`src/rtl/cpu_pkg.sv`:
```
// cpu_pkg: shared types and constants for the memory stage
package cpu_pkg;
  localparam int TAG_W = 8;
  localparam logic BUS_RW_READ = 1'b0;
  localparam logic BUS_RW_WRITE = 1'b1;
  typedef enum logic [1:0] {IDLE, READ_WAIT, WRITE_WAIT} state_e;
endpackage

```
`src/rtl/cpu_memory_access_if.sv`:
```
// cpu_memory_access_if: execute bundle in, data bus, writeback bundle out
interface cpu_memory_access_if;
  import cpu_pkg::*;
  logic [TAG_W-1:0] i_tag;
  logic [4:0] i_inst_rd;
  logic [31:0] i_rd;
  logic i_branch;
  logic [31:0] i_pc_next;
  logic i_mem_read;
  logic i_mem_write;
  logic [31:0] i_mem_address;
  logic o_busy;
  logic o_bus_request;
  logic o_bus_rw;
  logic [31:0] o_bus_address;
  logic [31:0] o_bus_wdata;
  logic i_bus_ready;
  logic [31:0] i_bus_rdata;
  logic [TAG_W-1:0] o_tag;
  logic [4:0] o_inst_rd;
  logic [31:0] o_rd;
  logic o_branch;
  logic [31:0] o_pc_next;
  logic o_fault;
  logic [31:0] o_fault_address;
  modport slave (
    input i_tag, i_inst_rd, i_rd, i_branch, i_pc_next, i_mem_read, i_mem_write, i_mem_address,
    input i_bus_ready, i_bus_rdata,
    output o_busy, o_bus_request, o_bus_rw, o_bus_address, o_bus_wdata,
    output o_tag, o_inst_rd, o_rd, o_branch, o_pc_next, o_fault, o_fault_address
  );
  modport master (
    output i_tag, i_inst_rd, i_rd, i_branch, i_pc_next, i_mem_read, i_mem_write, i_mem_address,
    output i_bus_ready, i_bus_rdata,
    input o_busy, o_bus_request, o_bus_rw, o_bus_address, o_bus_wdata,
    input o_tag, o_inst_rd, o_rd, o_branch, o_pc_next, o_fault, o_fault_address
  );
endinterface

```
`src/rtl/cpu_bus_timeout.sv`:
```
// cpu_bus_timeout: wait-cycle counter; expired on the cycle the next count would hit the limit
module cpu_bus_timeout #(
  parameter int TIMEOUT_CYCLES = 255
) (
  input  logic i_clock,
  input  logic i_reset,
  input  logic i_clear,
  input  logic i_enable,
  output logic o_expired
);
  localparam logic [15:0] LAST = 16'(TIMEOUT_CYCLES - 1);
  logic [15:0] cnt_q, cnt_d;
  assign cnt_d = i_clear ? '0 : i_enable ? cnt_q + 16'd1 : cnt_q;
  assign o_expired = i_enable && cnt_q == LAST;
  always_ff @(posedge i_clock or negedge i_reset)
    if (!i_reset) cnt_q <= '0;
    else cnt_q <= cnt_d;
endmodule

```
`src/rtl/cpu_memory_access.sv`:
```
// cpu_memory_access: memory stage doing word loads/stores and forwarding a tagged bundle
module cpu_memory_access
  import cpu_pkg::*;
#(
  parameter int TIMEOUT_CYCLES = 255
) (
  input logic i_clock,
  input logic i_reset,
  cpu_memory_access_if.slave io
);
  state_e state_q, state_d;
  logic [TAG_W-1:0] tag_q, tag_d, lat_tag_q, lat_tag_d;
  logic [4:0] inst_rd_q, inst_rd_d, lat_rd_q, lat_rd_d;
  logic [31:0] rd_q, rd_d, pc_q, pc_d, lat_pc_q, lat_pc_d;
  logic [31:0] addr_q, addr_d, wdata_q, wdata_d, fault_addr_q, fault_addr_d;
  logic branch_q, branch_d, lat_br_q, lat_br_d, req_q, req_d, rw_q, rw_d, fault_q, fault_d;
  logic waiting, expired, mem_op, bad;
  assign waiting = state_q != IDLE;
  assign mem_op = io.i_mem_read | io.i_mem_write;
  assign bad = (io.i_mem_read & io.i_mem_write) | (io.i_mem_address[1:0] != 2'b00);
  cpu_bus_timeout #(.TIMEOUT_CYCLES(TIMEOUT_CYCLES)) u_timeout (
    .i_clock(i_clock),
    .i_reset(i_reset),
    .i_clear(!waiting),
    .i_enable(waiting),
    .o_expired(expired)
  );
  always_comb begin
    state_d = state_q;
    tag_d = tag_q;
    inst_rd_d = inst_rd_q;
    rd_d = rd_q;
    branch_d = branch_q;
    pc_d = pc_q;
    lat_tag_d = lat_tag_q;
    lat_rd_d = lat_rd_q;
    lat_br_d = lat_br_q;
    lat_pc_d = lat_pc_q;
    req_d = req_q;
    rw_d = rw_q;
    addr_d = addr_q;
    wdata_d = wdata_q;
    fault_d = fault_q;
    fault_addr_d = fault_addr_q;
    if (state_q == IDLE) begin
      if (io.i_tag != tag_q) begin
        if (!mem_op || bad) begin
          tag_d = io.i_tag;
          inst_rd_d = mem_op ? 5'd0 : io.i_inst_rd;
          rd_d = io.i_rd;
          branch_d = io.i_branch;
          pc_d = io.i_pc_next;
          fault_d = fault_q | mem_op;
          fault_addr_d = (mem_op && !fault_q) ? io.i_mem_address : fault_addr_q;
        end else begin
          lat_tag_d = io.i_tag;
          lat_rd_d = io.i_inst_rd;
          lat_br_d = io.i_branch;
          lat_pc_d = io.i_pc_next;
          req_d = 1'b1;
          rw_d = io.i_mem_write ? BUS_RW_WRITE : BUS_RW_READ;
          addr_d = {io.i_mem_address[31:2], 2'b00};
          wdata_d = io.i_mem_write ? io.i_rd : wdata_q;
          state_d = io.i_mem_write ? WRITE_WAIT : READ_WAIT;
        end
      end
    end else if (io.i_bus_ready || expired) begin
      // ready wins over a simultaneous expiry
      state_d = IDLE;
      req_d = 1'b0;
      tag_d = lat_tag_q;
      branch_d = lat_br_q;
      pc_d = lat_pc_q;
      inst_rd_d = (io.i_bus_ready && state_q == READ_WAIT) ? lat_rd_q : 5'd0;
      rd_d = !io.i_bus_ready ? 32'd0 : state_q == READ_WAIT ? io.i_bus_rdata : rd_q;
      fault_d = fault_q | !io.i_bus_ready;
      fault_addr_d = (!io.i_bus_ready && !fault_q) ? addr_q : fault_addr_q;
    end
  end
  always_ff @(posedge i_clock or negedge i_reset) begin
    if (!i_reset) begin
      state_q <= IDLE;
      tag_q <= '0;
      inst_rd_q <= '0;
      rd_q <= '0;
      branch_q <= 1'b0;
      pc_q <= '0;
      lat_tag_q <= '0;
      lat_rd_q <= '0;
      lat_br_q <= 1'b0;
      lat_pc_q <= '0;
      req_q <= 1'b0;
      rw_q <= 1'b0;
      addr_q <= '0;
      wdata_q <= '0;
      fault_q <= 1'b0;
      fault_addr_q <= '0;
    end else begin
      state_q <= state_d;
      tag_q <= tag_d;
      inst_rd_q <= inst_rd_d;
      rd_q <= rd_d;
      branch_q <= branch_d;
      pc_q <= pc_d;
      lat_tag_q <= lat_tag_d;
      lat_rd_q <= lat_rd_d;
      lat_br_q <= lat_br_d;
      lat_pc_q <= lat_pc_d;
      req_q <= req_d;
      rw_q <= rw_d;
      addr_q <= addr_d;
      wdata_q <= wdata_d;
      fault_q <= fault_d;
      fault_addr_q <= fault_addr_d;
    end
  end
  assign io.o_busy = waiting;
  assign io.o_bus_request = req_q;
  assign io.o_bus_rw = rw_q;
  assign io.o_bus_address = addr_q;
  assign io.o_bus_wdata = wdata_q;
  assign io.o_tag = tag_q;
  assign io.o_inst_rd = inst_rd_q;
  assign io.o_rd = rd_q;
  assign io.o_branch = branch_q;
  assign io.o_pc_next = pc_q;
  assign io.o_fault = fault_q;
  assign io.o_fault_address = fault_addr_q;
endmodule

```
`src/flat_wrapper.sv`:
```
// flat-port wrapper written by rule: the top's interface ports become plain ports
module cpu_memory_access_flat import cpu_pkg::*;
#(
  parameter int TIMEOUT_CYCLES = 255
)
  (i_clock, i_reset, io_i_tag, io_i_inst_rd, io_i_rd, io_i_branch, io_i_pc_next, io_i_mem_read, io_i_mem_write, io_i_mem_address, io_i_bus_ready, io_i_bus_rdata, io_o_busy, io_o_bus_request, io_o_bus_rw, io_o_bus_address, io_o_bus_wdata, io_o_tag, io_o_inst_rd, io_o_rd, io_o_branch, io_o_pc_next, io_o_fault, io_o_fault_address);
  cpu_memory_access_if io_i ();
  input logic i_clock;
  input logic i_reset;
  input wire logic [$bits(io_i.i_tag)-1:0] io_i_tag;
  input wire logic [$bits(io_i.i_inst_rd)-1:0] io_i_inst_rd;
  input wire logic [$bits(io_i.i_rd)-1:0] io_i_rd;
  input wire logic [$bits(io_i.i_branch)-1:0] io_i_branch;
  input wire logic [$bits(io_i.i_pc_next)-1:0] io_i_pc_next;
  input wire logic [$bits(io_i.i_mem_read)-1:0] io_i_mem_read;
  input wire logic [$bits(io_i.i_mem_write)-1:0] io_i_mem_write;
  input wire logic [$bits(io_i.i_mem_address)-1:0] io_i_mem_address;
  input wire logic [$bits(io_i.i_bus_ready)-1:0] io_i_bus_ready;
  input wire logic [$bits(io_i.i_bus_rdata)-1:0] io_i_bus_rdata;
  output wire logic [$bits(io_i.o_busy)-1:0] io_o_busy;
  output wire logic [$bits(io_i.o_bus_request)-1:0] io_o_bus_request;
  output wire logic [$bits(io_i.o_bus_rw)-1:0] io_o_bus_rw;
  output wire logic [$bits(io_i.o_bus_address)-1:0] io_o_bus_address;
  output wire logic [$bits(io_i.o_bus_wdata)-1:0] io_o_bus_wdata;
  output wire logic [$bits(io_i.o_tag)-1:0] io_o_tag;
  output wire logic [$bits(io_i.o_inst_rd)-1:0] io_o_inst_rd;
  output wire logic [$bits(io_i.o_rd)-1:0] io_o_rd;
  output wire logic [$bits(io_i.o_branch)-1:0] io_o_branch;
  output wire logic [$bits(io_i.o_pc_next)-1:0] io_o_pc_next;
  output wire logic [$bits(io_i.o_fault)-1:0] io_o_fault;
  output wire logic [$bits(io_i.o_fault_address)-1:0] io_o_fault_address;
  assign io_i.i_tag = io_i_tag;
  assign io_i.i_inst_rd = io_i_inst_rd;
  assign io_i.i_rd = io_i_rd;
  assign io_i.i_branch = io_i_branch;
  assign io_i.i_pc_next = io_i_pc_next;
  assign io_i.i_mem_read = io_i_mem_read;
  assign io_i.i_mem_write = io_i_mem_write;
  assign io_i.i_mem_address = io_i_mem_address;
  assign io_i.i_bus_ready = io_i_bus_ready;
  assign io_i.i_bus_rdata = io_i_bus_rdata;
  assign io_o_busy = io_i.o_busy;
  assign io_o_bus_request = io_i.o_bus_request;
  assign io_o_bus_rw = io_i.o_bus_rw;
  assign io_o_bus_address = io_i.o_bus_address;
  assign io_o_bus_wdata = io_i.o_bus_wdata;
  assign io_o_tag = io_i.o_tag;
  assign io_o_inst_rd = io_i.o_inst_rd;
  assign io_o_rd = io_i.o_rd;
  assign io_o_branch = io_i.o_branch;
  assign io_o_pc_next = io_i.o_pc_next;
  assign io_o_fault = io_i.o_fault;
  assign io_o_fault_address = io_i.o_fault_address;
  cpu_memory_access #(.TIMEOUT_CYCLES(TIMEOUT_CYCLES)) u_core (.i_clock(i_clock), .i_reset(i_reset), .io(io_i));
endmodule
```
`config.mk`:
```
export PLATFORM = sky130hd
export DESIGN_NAME = cpu_memory_access_flat
export DESIGN_NICKNAME = d
export VERILOG_FILES = /design/src/rtl/cpu_pkg.sv /design/src/rtl/cpu_memory_access_if.sv /design/src/rtl/cpu_bus_timeout.sv /design/src/rtl/cpu_memory_access.sv /design/src/flat_wrapper.sv
export SDC_FILE = /design/constraint.sdc
export NUM_CORES = 1
export LEC_CHECK = 0
export ABC_AREA = 1
export CORE_MARGIN = 3
export CORE_UTILIZATION = 43
export DETAILED_ROUTE_END_ITERATION = 16
export PLACE_DENSITY_LB_ADDON = 0.25
export SLEW_MARGIN = 20
export SYNTH_ARGS = -nofsm -noshare
export SYNTH_HDL_FRONTEND = slang
export SYNTH_SLANG_ARGS = --single-unit
```
`constraint.sdc`:
```
create_clock -name i_clock -period 1.8 [get_ports i_clock]
set_input_delay 0.27 -clock i_clock [delete_from_list [all_inputs] [get_ports i_clock]]
set_output_delay 0.27 -clock i_clock [all_outputs]
set_load 0.1 [all_outputs]
```
==> Yosys cells after proc, flatten, opt, wreduce, memory -nomap -nowiden <==
Cells that the tools add are included.
{ "word_totals": {"out_inout_bits": 178, "elab_cells": 97, "in_bits": 147, "regBits": 239} }
{ "op_classes": {"reduce_logical": 20, "n_bitwise": 6, "n_eq_ne": 8, "addsub": 1, "n_mux": 45} }
{ "ops": {"columns": ["cell", "count"], "rows": [
  ["32-bit two-way mux", 16],
  ["8-bit two-way mux", 4],
  ["5-bit two-way mux", 6],
  ["16-bit by 1-bit adder with 16-bit output (second input constant)", 1],
  ["16-bit by 8-bit == test with 1-bit output (second input constant)", 1],
  ["16-bit two-way mux", 1],
  ["1-bit two-way mux", 13],
  ["2-bit two-way mux", 5],
  ["3-bit AND reduction", 3],
  ["2-bit inequality test (second input constant)", 4],
  ["8-bit inequality test", 1],
  ["4-bit AND reduction", 2],
  ["2-bit nonzero test", 4],
  ["5-bit AND reduction", 1],
  ["1-bit logical AND", 4],
  ["1-bit bitwise OR", 4],
  ["1-bit zero test", 3],
  ["3-bit by 1-bit inequality test with 1-bit output (second input constant)", 1],
  ["2-bit by 1-bit == test with 1-bit output (second input constant)", 1],
  ["2-bit zero test", 1],
  ["1-bit logical OR", 2],
  ["1-bit AND", 1],
  ["1-bit inverter", 1]
]} }

==> Depth between registers and ports, before layout <==
Gate-level depths: netlist (run 1).
{ "logic_depth": {"word_depth": 6, "depth_mapped": 11, "ltp_nobuf": 10} }

==> Cells and area by module <==
From an unflattened synthesis (run 1), not the netlist that was laid out.
{ "hier_totals": {"cells_unflattened": 1371, "area_unflattened_um2": 10849.2} }
{ "by_module_without_submodules": {"columns": ["mod", "cells_each", "area_per_inst_um2", "instances", "seq_area_each_um2"], "rows": [
  ["cpu_memory_access", 1238, 9880.7, 1, 5580.4],
  ["cpu_bus_timeout", 133, 968.4, 1, 400.4]
]} }

==> Worst setup path before layout (run 1) <==
No wires, ideal clock.
{ "synth_timing": {"path_type": "register to register", "startpoint": "register u_core.tag_q[4], in the netlist u_core.io.o_tag[4]", "endpoint": "register u_core.pc_q[18], in the netlist u_core.io.o_pc_next[18]", "path_buffers": 2, "setup_time_ns": 0.077, "required_time_ns": 1.723, "stages_incl_launch_ff": 10, "slack_ns": -0.510, "synth_period_minus_slack_ns": 2.310, "t_arrival_ns": 2.233, "path_cell_list": "dfrtp_1 -> xnor2_1 -> nand2_1 -> nor2_1 -> nand3_1 -> nand2_1 -> buf_4 -> buf_2 -> nand2_1 -> o21ai_1"} }
{ "synth_between": {"elab_chain_cells": 3} }
{ "synth_rtl": {"columns": ["item", "line_no", "source"], "rows": [
  ["start, declared", "cpu_memory_access.sv:12", "logic [TAG_W-1:0] tag_q, tag_d, lat_tag_q, lat_tag_d;"],
  ["start signal, assigned", "cpu_memory_access.sv:100", "tag_q <= tag_d;"],
  ["8-bit inequality test", "cpu_memory_access.sv:46", "if (io.i_tag != tag_q) begin"],
  ["2-bit inequality test (no source line)", null, null],
  ["3-bit AND reduction (no source line)", null, null],
  ["end signal, assigned", "cpu_memory_access.sv:104", "pc_q <= pc_d;"],
  ["end, declared", "cpu_memory_access.sv:14", "logic [31:0] rd_q, rd_d, pc_q, pc_d, lat_pc_q, lat_pc_d;"]
]} }
No other way between the ends.
A chain may end at the register's enable or synchronous reset.

==> Final worst setup path (run 1) <==
{ "layout_timing": {"startpoint": "register u_core.u_timeout.cnt_q[0]", "endpoint": "register u_core.rd_q[3], in the netlist u_core.io.o_rd[3]"} }
{ "layout_between": {"elab_chain_cells": 5} }
{ "layout_rtl": {"columns": ["item", "line_no", "source"], "rows": [
  ["start, declared", "cpu_bus_timeout.sv:12", "logic [15:0] cnt_q, cnt_d;"],
  ["start signal, assigned", "cpu_bus_timeout.sv:17", "else cnt_q <= cnt_d;"],
  ["16-bit by 8-bit == test with 1-bit output", "cpu_bus_timeout.sv:14", "assign o_expired = i_enable && cnt_q == LAST;"],
  ["1-bit logical AND", "cpu_bus_timeout.sv:14", null],
  ["1-bit logical OR", "cpu_memory_access.sv:67", "end else if (io.i_bus_ready || expired) begin"],
  ["2-bit nonzero test (no source line)", null, null],
  ["4-bit AND reduction (no source line)", null, null],
  ["end signal, assigned", "cpu_memory_access.sv:102", "rd_q <= rd_d;"],
  ["end, declared", "cpu_memory_access.sv:14", null]
]} }
No other way between the ends.

==> impl_metrics.env, run 1 <==
export IMPL_status="finished clean"
export IMPL_r2r_cells=11
export IMPL_gp_congestion=0.872
export IMPL_crit_arrival_ns=2.21
export IMPL_drt_first_pass_iters=5
export IMPL_grt_max_degree=60
export IMPL_core_area_mm2=0.0244
export IMPL_grt_usage=0.239
export IMPL_ys_async_sr_fraction=1.00
export IMPL_hold_path_class="in2async"
export IMPL_worst_path_buf_inv=4
export IMPL_hpwl_um=22900
export IMPL_end_kind="register"
export IMPL_finalMaxSlewViolations=0
export IMPL_ys_flop_type="dfrtp_1"
export IMPL_num_rows=57
export IMPL_final_area_mm2=0.0163
export IMPL_critPathMaxStageDelay_ns=0.40
export IMPL_max_freq_ghz=0.568
export IMPL_wire_per_inst_um=17.6
export IMPL_wl_um=34600
export IMPL_critPathTopFamily="buffers and inverters"
export IMPL_cp_max_fo=8
export IMPL_grt_overflow=0
export IMPL_ctsRootBufferMaster="clkbuf_16"
export IMPL_syn_area_mm2=0.0107
export IMPL_fin_crit_ns=1.76
export IMPL_grt_pass1_vias=9661
export IMPL_syn_to_final_growth_pct=52.8
export IMPL_ys_ff_latch=239
export IMPL_final_cell_mix="421 x nand2_1, 231 x dfrtp_1, 184 x buf_4, 145 x clkdlybuf4s50_1, 142 x o21ai_0"
export IMPL_tightestPinTransition_ns=0.561
export IMPL_rr_endpoint="u_core.io.o_rd[3]"
export IMPL_critical_path_class="reg2reg"
export IMPL_critPathLaunchType="register"
export IMPL_rsz0062_at_grt="true"
export IMPL_fin_crit_sh=0.979
export IMPL_clock_sinks=239
export IMPL_ioPinCount=325
export IMPL_synth_cells=1261
export IMPL_clockBufferDepth=3
export IMPL_cts_made_buffers=27
export IMPL_yosysSeqAreaShare=0.559
export IMPL_reg2reg_from="u_core.u_timeout.cnt_q[0]"
export IMPL_insertion_delay_ns=0.52
export IMPL_initial_utilization=0.438
export IMPL_slew_headroom=0.626
export IMPL_cp_slowest_cell="dfrtp_1"
export IMPL_die_w_um=164
export IMPL_clkTransAtPathRegs_ns=0.06
export IMPL_port_buffers=322
export IMPL_cp_common_cell="nand2_2"
export IMPL_layout_drive_gt1_share=0.222
export IMPL_setup_viol_count_final=0
export IMPL_finalHoldViolCount=0
export IMPL_avgSynthCellArea_um2=8.48
export IMPL_ys_types=31
export IMPL_required_ns=2.25
export IMPL_skew_ns=0.00999
export IMPL_vias_per_cell=5.14
export IMPL_synth_edf_count=0
export IMPL_max_cap_violations=0
export IMPL_final_common_cell="nand2_1"
export IMPL_r2r_setup_slack_ns=0.04
export IMPL_vias=10100
export IMPL_die_height_um=164
export IMPL_drcViolationCount=0
export IMPL_dieArea_mm2=0.0268
export IMPL_place_area_mm2=0.0148
export IMPL_htree_levels=1
export IMPL_yosysWarnings=0
export IMPL_cts_tree="yes"
export IMPL_antenna_found_initial=3
export IMPL_cp_cell_sequence="inv_2 > ha_4 > nand2_2 > nor2_2 > nand2_2 > a21oi_4 > buf_6 > buf_12 > clkbuf_16 > nand4_1 > nand2_1"
export IMPL_drtIter0Drc=830
export IMPL_final_nets=1765
export IMPL_ant_nets=0
export IMPL_grt_pass1_wl_um=51600
[how the worst max path moves through the flow]
stage                                  to  slack, ns  depth (start not counted)                      start
2_1_floorplan  u_core.io.o_bus_address[5]      0.001                         10         u_core.io.o_tag[1]
3_3_place_gp     u_core.io.o_bus_wdata[6]      -0.48                          9             io_i_mem_write
3_5_place_dp    u_core.io.o_bus_wdata[19]      -0.53                          8             io_i_mem_write
4_1_cts                         io_o_busy      -0.02                          5          u_core.state_q[1]
5_1_grt                 u_core.io.o_rd[4]      -0.06                         11  u_core.u_timeout.cnt_q[0]
6_report                u_core.io.o_rd[3]       0.04                         11  u_core.u_timeout.cnt_q[0]
[worst register-to-register path: stages, from the launching register on]
cell and delay [ns]:
dfrtp_1 0.40, inv_2 0.09, ha_4 0.13, nand2_2 0.05, nor2_2 0.11, nand2_2 0.09
a21oi_4 0.18, buf_6 0.14, buf_12 0.15, clkbuf_16 0.16, nand4_1 0.10, nand2_1 0.10
[cell type report]
type / count / area, um^2
inverters: 93 / 354
fillers: 1978 / 8050
flip-flops and latches: 239 / 6010
clock inverters: 12 / 119
diodes: 2 / 5.00
repair buffers: 409 / 4430
clock buffers: 37 / 773
well taps: 324 / 405
multi-input cells: 846 / 4240
[cells in the mapped netlist (all sizes together) (2+ instances only)]
master / number / area (um^2)
inv: 93 / 349
clkbuf: 55 / 206
ha: 2 / 25.0
mux2i: 41 / 410
nand3: 46 / 230
xnor2: 9 / 78.8
xor2: 3 / 26.3
nand4: 65 / 407
o22ai: 5 / 31.3
dfrtp: 239 / 5980
nor3: 2 / 10.0
o21ai: 173 / 866
buf: 29 / 146
nand2: 446 / 1670
nor2: 39 / 156
a21oi: 6 / 41.3
[registers in the layout (all words and copies together) (netlist names), 2 cells and up]
signal / count
u_core.io.o_pc_next: 32
u_core.io.o_bus_address: 30
u_core.u_timeout.cnt_q: 16
u_core.lat_rd_q: 5
u_core.io.o_fault_address: 32
u_core.io.o_tag: 8
u_core.lat_tag_q: 8
u_core.state_q: 2
u_core.io.o_rd: 32
u_core.lat_pc_q: 32
u_core.io.o_bus_wdata: 32
u_core.io.o_inst_rd: 5
[timing repair]
action                                 in CTS  in global routing
endpoints found under the hold margin      52                  0
cloned                                      2                 11
pin swaps                                   3                 16
buffers inserted                            9                  3
hold buffers                                1                  0
resized for setup                          17                 69
setup endpoints to repair                  76                213
[metrics by stage]
step                      instances   util  setup TNS, ns  worst slack [ns]  hold slack, ns
after detailed placement       1886  0.606         -88.77            -0.532           0.267
after global routing           1961  0.670          -1.60           -0.0617           0.307
after CTS                      1947  0.651        -0.0291           -0.0157           0.299
final                          1962  0.670              0            0.0386           0.297
after global placement         1886  0.606         -83.17            -0.478           0.270
after floorplan                1262      -              0           0.00107         -0.0256
[routing by layer]
metal	vias to the layer above	GRT usage	routed length, um
li1	4807	-	-
met1	4797	0.313	13900
met2	409	0.395	16900
met3	69	0.0550	2600
met4	4	0.0773	1160
met5	-	0	28
[logic make-up (layout without fill, tap and decap cells)]
kind of cell               count (synthesis)  count (layout)  share of synthesized area
muxes                                     41              41                     0.0384
xor gates and xnor gates                  12              12                    0.00983
AOI/OAI and AO/OA                        189             189                     0.0911
and+or+nand+nor                          600             600                      0.233
DFF                                      239             239                      0.559
other                                      1               4                   0.000351
buffers and inverters                    177             551                     0.0656
adders and majority gates                  2               2                    0.00234
Power of run 1 is not shown: default switching activity piles up to over one toggle a cycle in this logic, so the estimate is an artifact.
==> run 2: changes to the inputs <==
CORE_UTILIZATION = 34   (was 43)
CTS_CLUSTER_SIZE = 24   (was not set)
==> run 2 against run 1 <==
Against the previous run: routed wire length is 4.5% higher; global-route usage is 3.8 points lower; critical path depth is 7 lower; hold slack worse by 0.020 ns; critical endpoint is now io_o_busy; highest routed layer unchanged.
==> impl_metrics.env, run 2 (synthesis results as in run 1) <==
export IMPL_grt_pass1_vias=9634
export IMPL_status="finished clean"
export IMPL_hold_path_class="in2async"
export IMPL_cts_tree="yes"
export IMPL_wl_met2_um=16900
export IMPL_wl_um=36200
export IMPL_dieArea_mm2=0.0336
export IMPL_required_ns=1.53
export IMPL_cp_max_fo=10
export IMPL_final_nets=1763
export IMPL_max_cap_violations=0
export IMPL_drt_met1_wl_um=15300
export IMPL_ctsRootBufferMaster="clkbuf_16"
export IMPL_drt_first_pass_iters=5
export IMPL_crit_arrival_ns=1.52
export IMPL_r2r_cells=11
export IMPL_die_w_um=183
export IMPL_antenna_found_initial=2
export IMPL_drtIter0Drc=544
export IMPL_vias_per_cell=4.90
export IMPL_placedCellCount=1957
export IMPL_final_cells=2033
export IMPL_grt_pass1_wl_um=54300
export IMPL_grt_usage=0.201
export IMPL_rr_endpoint="u_core.io.o_rd[17]"
export IMPL_setup_slack_ns=0.0133
export IMPL_place_worst_setup_slack_ns=-0.329
export IMPL_end_kind="output pin"
export IMPL_ioPinCount=325
export IMPL_r2r_setup_slack_ns=0.03
export IMPL_top_layer="met5"
export IMPL_die_height_um=183
export IMPL_critical_path_class="reg2out"
export IMPL_setup_viol_count_final=0
export IMPL_hpwl_um=23200
export IMPL_skew_ns=0.00990
export IMPL_drcViolationCount=0
export IMPL_max_freq_ghz=0.560
export IMPL_rsz0062_at_grt="true"
export IMPL_final_common_cell="nand2_1"
export IMPL_clockBufferDepth=3
export IMPL_wl_met3_um=2870
export IMPL_vias=9954
export IMPL_reg2reg_from="u_core.u_timeout.cnt_q[0]"
export IMPL_final_cell_mix="404 x nand2_1, 231 x dfrtp_1, 178 x buf_4, 159 x o21ai_0, 145 x clkdlybuf4s50_1"
export IMPL_layout_drive_gt1_share=0.231
export IMPL_clkTransAtPathRegs_ns=0.06
export IMPL_htree_levels=1
export IMPL_gp_congestion=0.848
export IMPL_finalMaxSlewViolations=0
export IMPL_grt_max_degree=59
export IMPL_fin_crit_sh=0.993
export IMPL_tightestPinTransition_ns=0.520
export IMPL_cts_made_buffers=28
export IMPL_core_area_mm2=0.0308
export IMPL_fin_crit_ns=1.79
export IMPL_slew_headroom=0.653
export IMPL_initial_utilization=0.347
export IMPL_ant_nets=0
export IMPL_port_buffers=322
export IMPL_grt_overflow=0
export IMPL_syn_to_final_growth_pct=54.1
export IMPL_wire_per_inst_um=17.8
export IMPL_finalHoldViolCount=0
export IMPL_num_rows=64
export IMPL_clock_sinks=239
export IMPL_critPathLaunchType="register"
export IMPL_insertion_delay_ns=0.54
[run 2: layout make-up]
type / instances / area [um^2]
tap: 396 / 495
sequential: 239 / 6010
multi-input combinational: 846 / 4260
antenna: 1 / 2.50
inverter: 93 / 352
fill: 2851 / 14300
timing repair buffer: 406 / 4440
clock inverter: 12 / 93.8
clock buffer: 40 / 827
[run 2: what timing repair did]
| action | 4_1_cts | 5_1_grt |
|---|---|---|
| gates cloned | 4 | 10 |
| hold endpoints to repair | 43 | 0 |
| endpoints found under the setup margin | 20 | 198 |
| pin swaps | 2 | 7 |
| resized for setup | 9 | 70 |
| setup buffers | 7 | 1 |
| hold buffers | 1 | 0 |
[run 2: worst max path at each step]
stage	endpoint	slack, ns	cells past startpoint	start
floorplan	u_core.io.o_bus_address[5]	0.001	10	u_core.io.o_tag[1]
global placement	u_core.io.o_rd[10]	-0.28	9	io_i_mem_write
detailed placement	u_core.io.o_bus_address[11]	-0.33	9	io_i_mem_write
CTS	io_o_busy	-0.02	4	u_core.state_q[1]
global route	u_core.io.o_rd[17]	-0.07	11	u_core.u_timeout.cnt_q[0]
finish	io_o_busy	0.01	4	u_core.state_q[1]
[run 2: metal layers]
layer / GRT usage / up-vias
li1: - / 4797
met1: 0.267 / 4763
met2: 0.322 / 320
met3: 0.0563 / 72
met4: 0.0615 / 2
met5: 0 / -
[run 2: metrics by stage]
stage | instance area (um^2) | hold slack [ns] | setup TNS, ns | utilization
after detailed placement | 14800 | 0.264 | -55.56 | 0.482
after CTS | 16000 | 0.261 | -0.0225 | 0.519
after global routing | 16500 | 0.296 | -2.24 | 0.535
after floorplan | 10800 | -0.0256 | 0 | -
after global placement | 14800 | 0.260 | -45.98 | 0.482
final | 16500 | 0.277 | 0 | 0.535
[run 2: critical path, cell delays in order (launching register included)]
cell,delay (ns)
dfrtp_1,0.41
nor2_4,0.15
inv_4,0.08
buf_16,0.16
buf_16,0.17
Power of run 2 is left out for the same reason.
==> run 3: changes to the inputs <==
clock period = 1.9 ns   (was 1.8 ns; I/O delays follow)
==> run 3 against run 2 <==
Against the previous run: non-clock buffer count down 21; register-to-register slack gained 0.10 ns; flip-flop and latch count stayed put; critical path type unchanged; largest cell class unchanged.
==> impl_metrics.env, run 3 (synthesis results as in run 1) <==
export IMPL_status="finished clean"
export IMPL_grt_pass1_wl_um=52800
export IMPL_drt_first_pass_iters=5
export IMPL_drtIter0Drc=471
export IMPL_fin_util=0.502
export IMPL_max_cap_violations=0
export IMPL_ctsRootBufferMaster="clkbuf_16"
export IMPL_rsz0062_at_grt="false"
export IMPL_diodes=0
export IMPL_final_common_cell="nand2_1"
export IMPL_final_cell_mix="443 x nand2_1, 230 x dfrtp_1, 212 x buf_4, 158 x o21ai_0, 145 x clkdlybuf4s50_1"
export IMPL_final_nets=1742
export IMPL_vias=9694
export IMPL_grt_max_degree=67
export IMPL_skew_ns=0.00923
export IMPL_die_height_um=183
export IMPL_cts_made_buffers=28
export IMPL_wl_um=33500
export IMPL_slew_headroom=0.630
export IMPL_clock_sinks=239
export IMPL_crit_start="u_core.state_q[1]"
export IMPL_layout_drive_gt1_share=0.194
export IMPL_grt_overflow=0
export IMPL_initial_utilization=0.347
export IMPL_antenna_found_initial=0
export IMPL_insertion_delay_ns=0.54
export IMPL_crit_arrival_ns=1.56
export IMPL_num_rows=64
export IMPL_finalMaxSlewViolations=0
export IMPL_grt_usage=0.194
export IMPL_cts_tree="yes"
export IMPL_clkTransAtPathRegs_ns=0.06
export IMPL_max_freq_ghz=0.542
export IMPL_vias_per_cell=4.82
export IMPL_wire_per_inst_um=16.7
export IMPL_ant_nets=0
export IMPL_critPathMaxStageDelay_ns=0.44
export IMPL_critical_path_class="reg2out"
export IMPL_core_area_mm2=0.0308
export IMPL_tightestPinTransition_ns=0.555
export IMPL_port_buffers=322
export IMPL_critPathTopFamily="flip-flops"
export IMPL_r2r_setup_slack_ns=0.13
export IMPL_setup_viol_count_final=0
export IMPL_cp_max_fo=35
export IMPL_end_kind="output pin"
export IMPL_syn_to_final_growth_pct=44.8
export IMPL_dieArea_mm2=0.0336
export IMPL_fin_crit_ns=1.85
export IMPL_cp_slowest_cell="dfrtp_2"
export IMPL_required_ns=1.62
export IMPL_htree_levels=1
export IMPL_grt_pass1_vias=9566
export IMPL_ioPinCount=325
export IMPL_hpwl_um=23600
export IMPL_cp_cell_sequence="nor2_4 > inv_2 > buf_12 > buf_12"
export IMPL_drcViolationCount=0
export IMPL_hold_path_class="in2async"
export IMPL_worst_path_buf_inv=3
export IMPL_critPathLaunchType="register"
export IMPL_reg2reg_from="u_core.u_timeout.cnt_q[0]"
export IMPL_die_w_um=183
export IMPL_gp_congestion=0.833
export IMPL_fin_crit_sh=0.971
export IMPL_finalHoldViolCount=0
export IMPL_clockBufferDepth=3
export IMPL_cp_common_cell="buf_12"
==> run 3: metal layers <==
metal,vias to the layer above,global-route usage,part of all wire
met5,-,0,0
met4,0,0.0567,0.024
met3,53,0.0504,0.083
met2,319,0.315,0.47
met1,4555,0.259,0.42
li1,4767,-,-
==> run 3: stage by stage <==
| stage | instance area [um^2] | setup WS, ns | std cells | TNS (ns) | hold WS, ns |
|---|---|---|---|---|---|
| after floorplan | 10700 | 0.00248 | 1262 | 0 | -0.0106 |
| after global placement | 14400 | -0.243 | 1954 | -43.92 | 0.184 |
| after detailed placement | 14400 | -0.260 | 1954 | -44.72 | 0.186 |
| after CTS | 15400 | 0.00614 | 2008 | 0 | 0.202 |
| after global routing | 15500 | 0.000180 | 2011 | 0 | 0.218 |
| final | 15500 | 0.0549 | 2011 | 0 | 0.216 |
==> run 3: worst paths after layout <==
kind | end | depth (start not counted)
max in group asynchronous | u_core.io.o_pc_next[26] | 3
worst max register to register | u_core.io.o_fault_address[17] | 11
worst min register to register | u_core.u_timeout.cnt_q[0] | 1
min in group i_clock | u_core.lat_pc_q[10] | 3
worst max-delay path | io_o_busy | 4
worst min-delay path | u_core.io.o_bus_wdata[12] | 2
==> run 3: area by class of cell <==
type	instances	area (um^2)
clock buffer	39	823
tap	396	495
inverter	93	349
timing repair buffer	385	3580
multi-input combinational	846	4080
clock inverter	13	145
sequential	239	6010
fill	2928	15300
==> run 3: worst register-to-register path, cell delays in order (launching register included) <==
cell and delay [ns]:
dfrtp_1 0.40, inv_1 0.09, ha_1 0.16, nand2_1 0.05, nor2_1 0.11, nand2_2 0.09, a21oi_4 0.17, buf_12 0.14
buf_12 0.14, buf_12 0.14, nand4_1 0.11, nand2_1 0.10
==> run 3: what timing repair did <==
action                                  4_1_cts  5_1_grt
endpoints found under the setup margin        1      187
pin swaps                                     1        3
buffers inserted                              1        1
gates cloned                                  0        2
hold endpoints to repair                    139        0
hold buffers                                  1        0
resized for setup                             3       17
Power of run 3 is left out for the same reason.
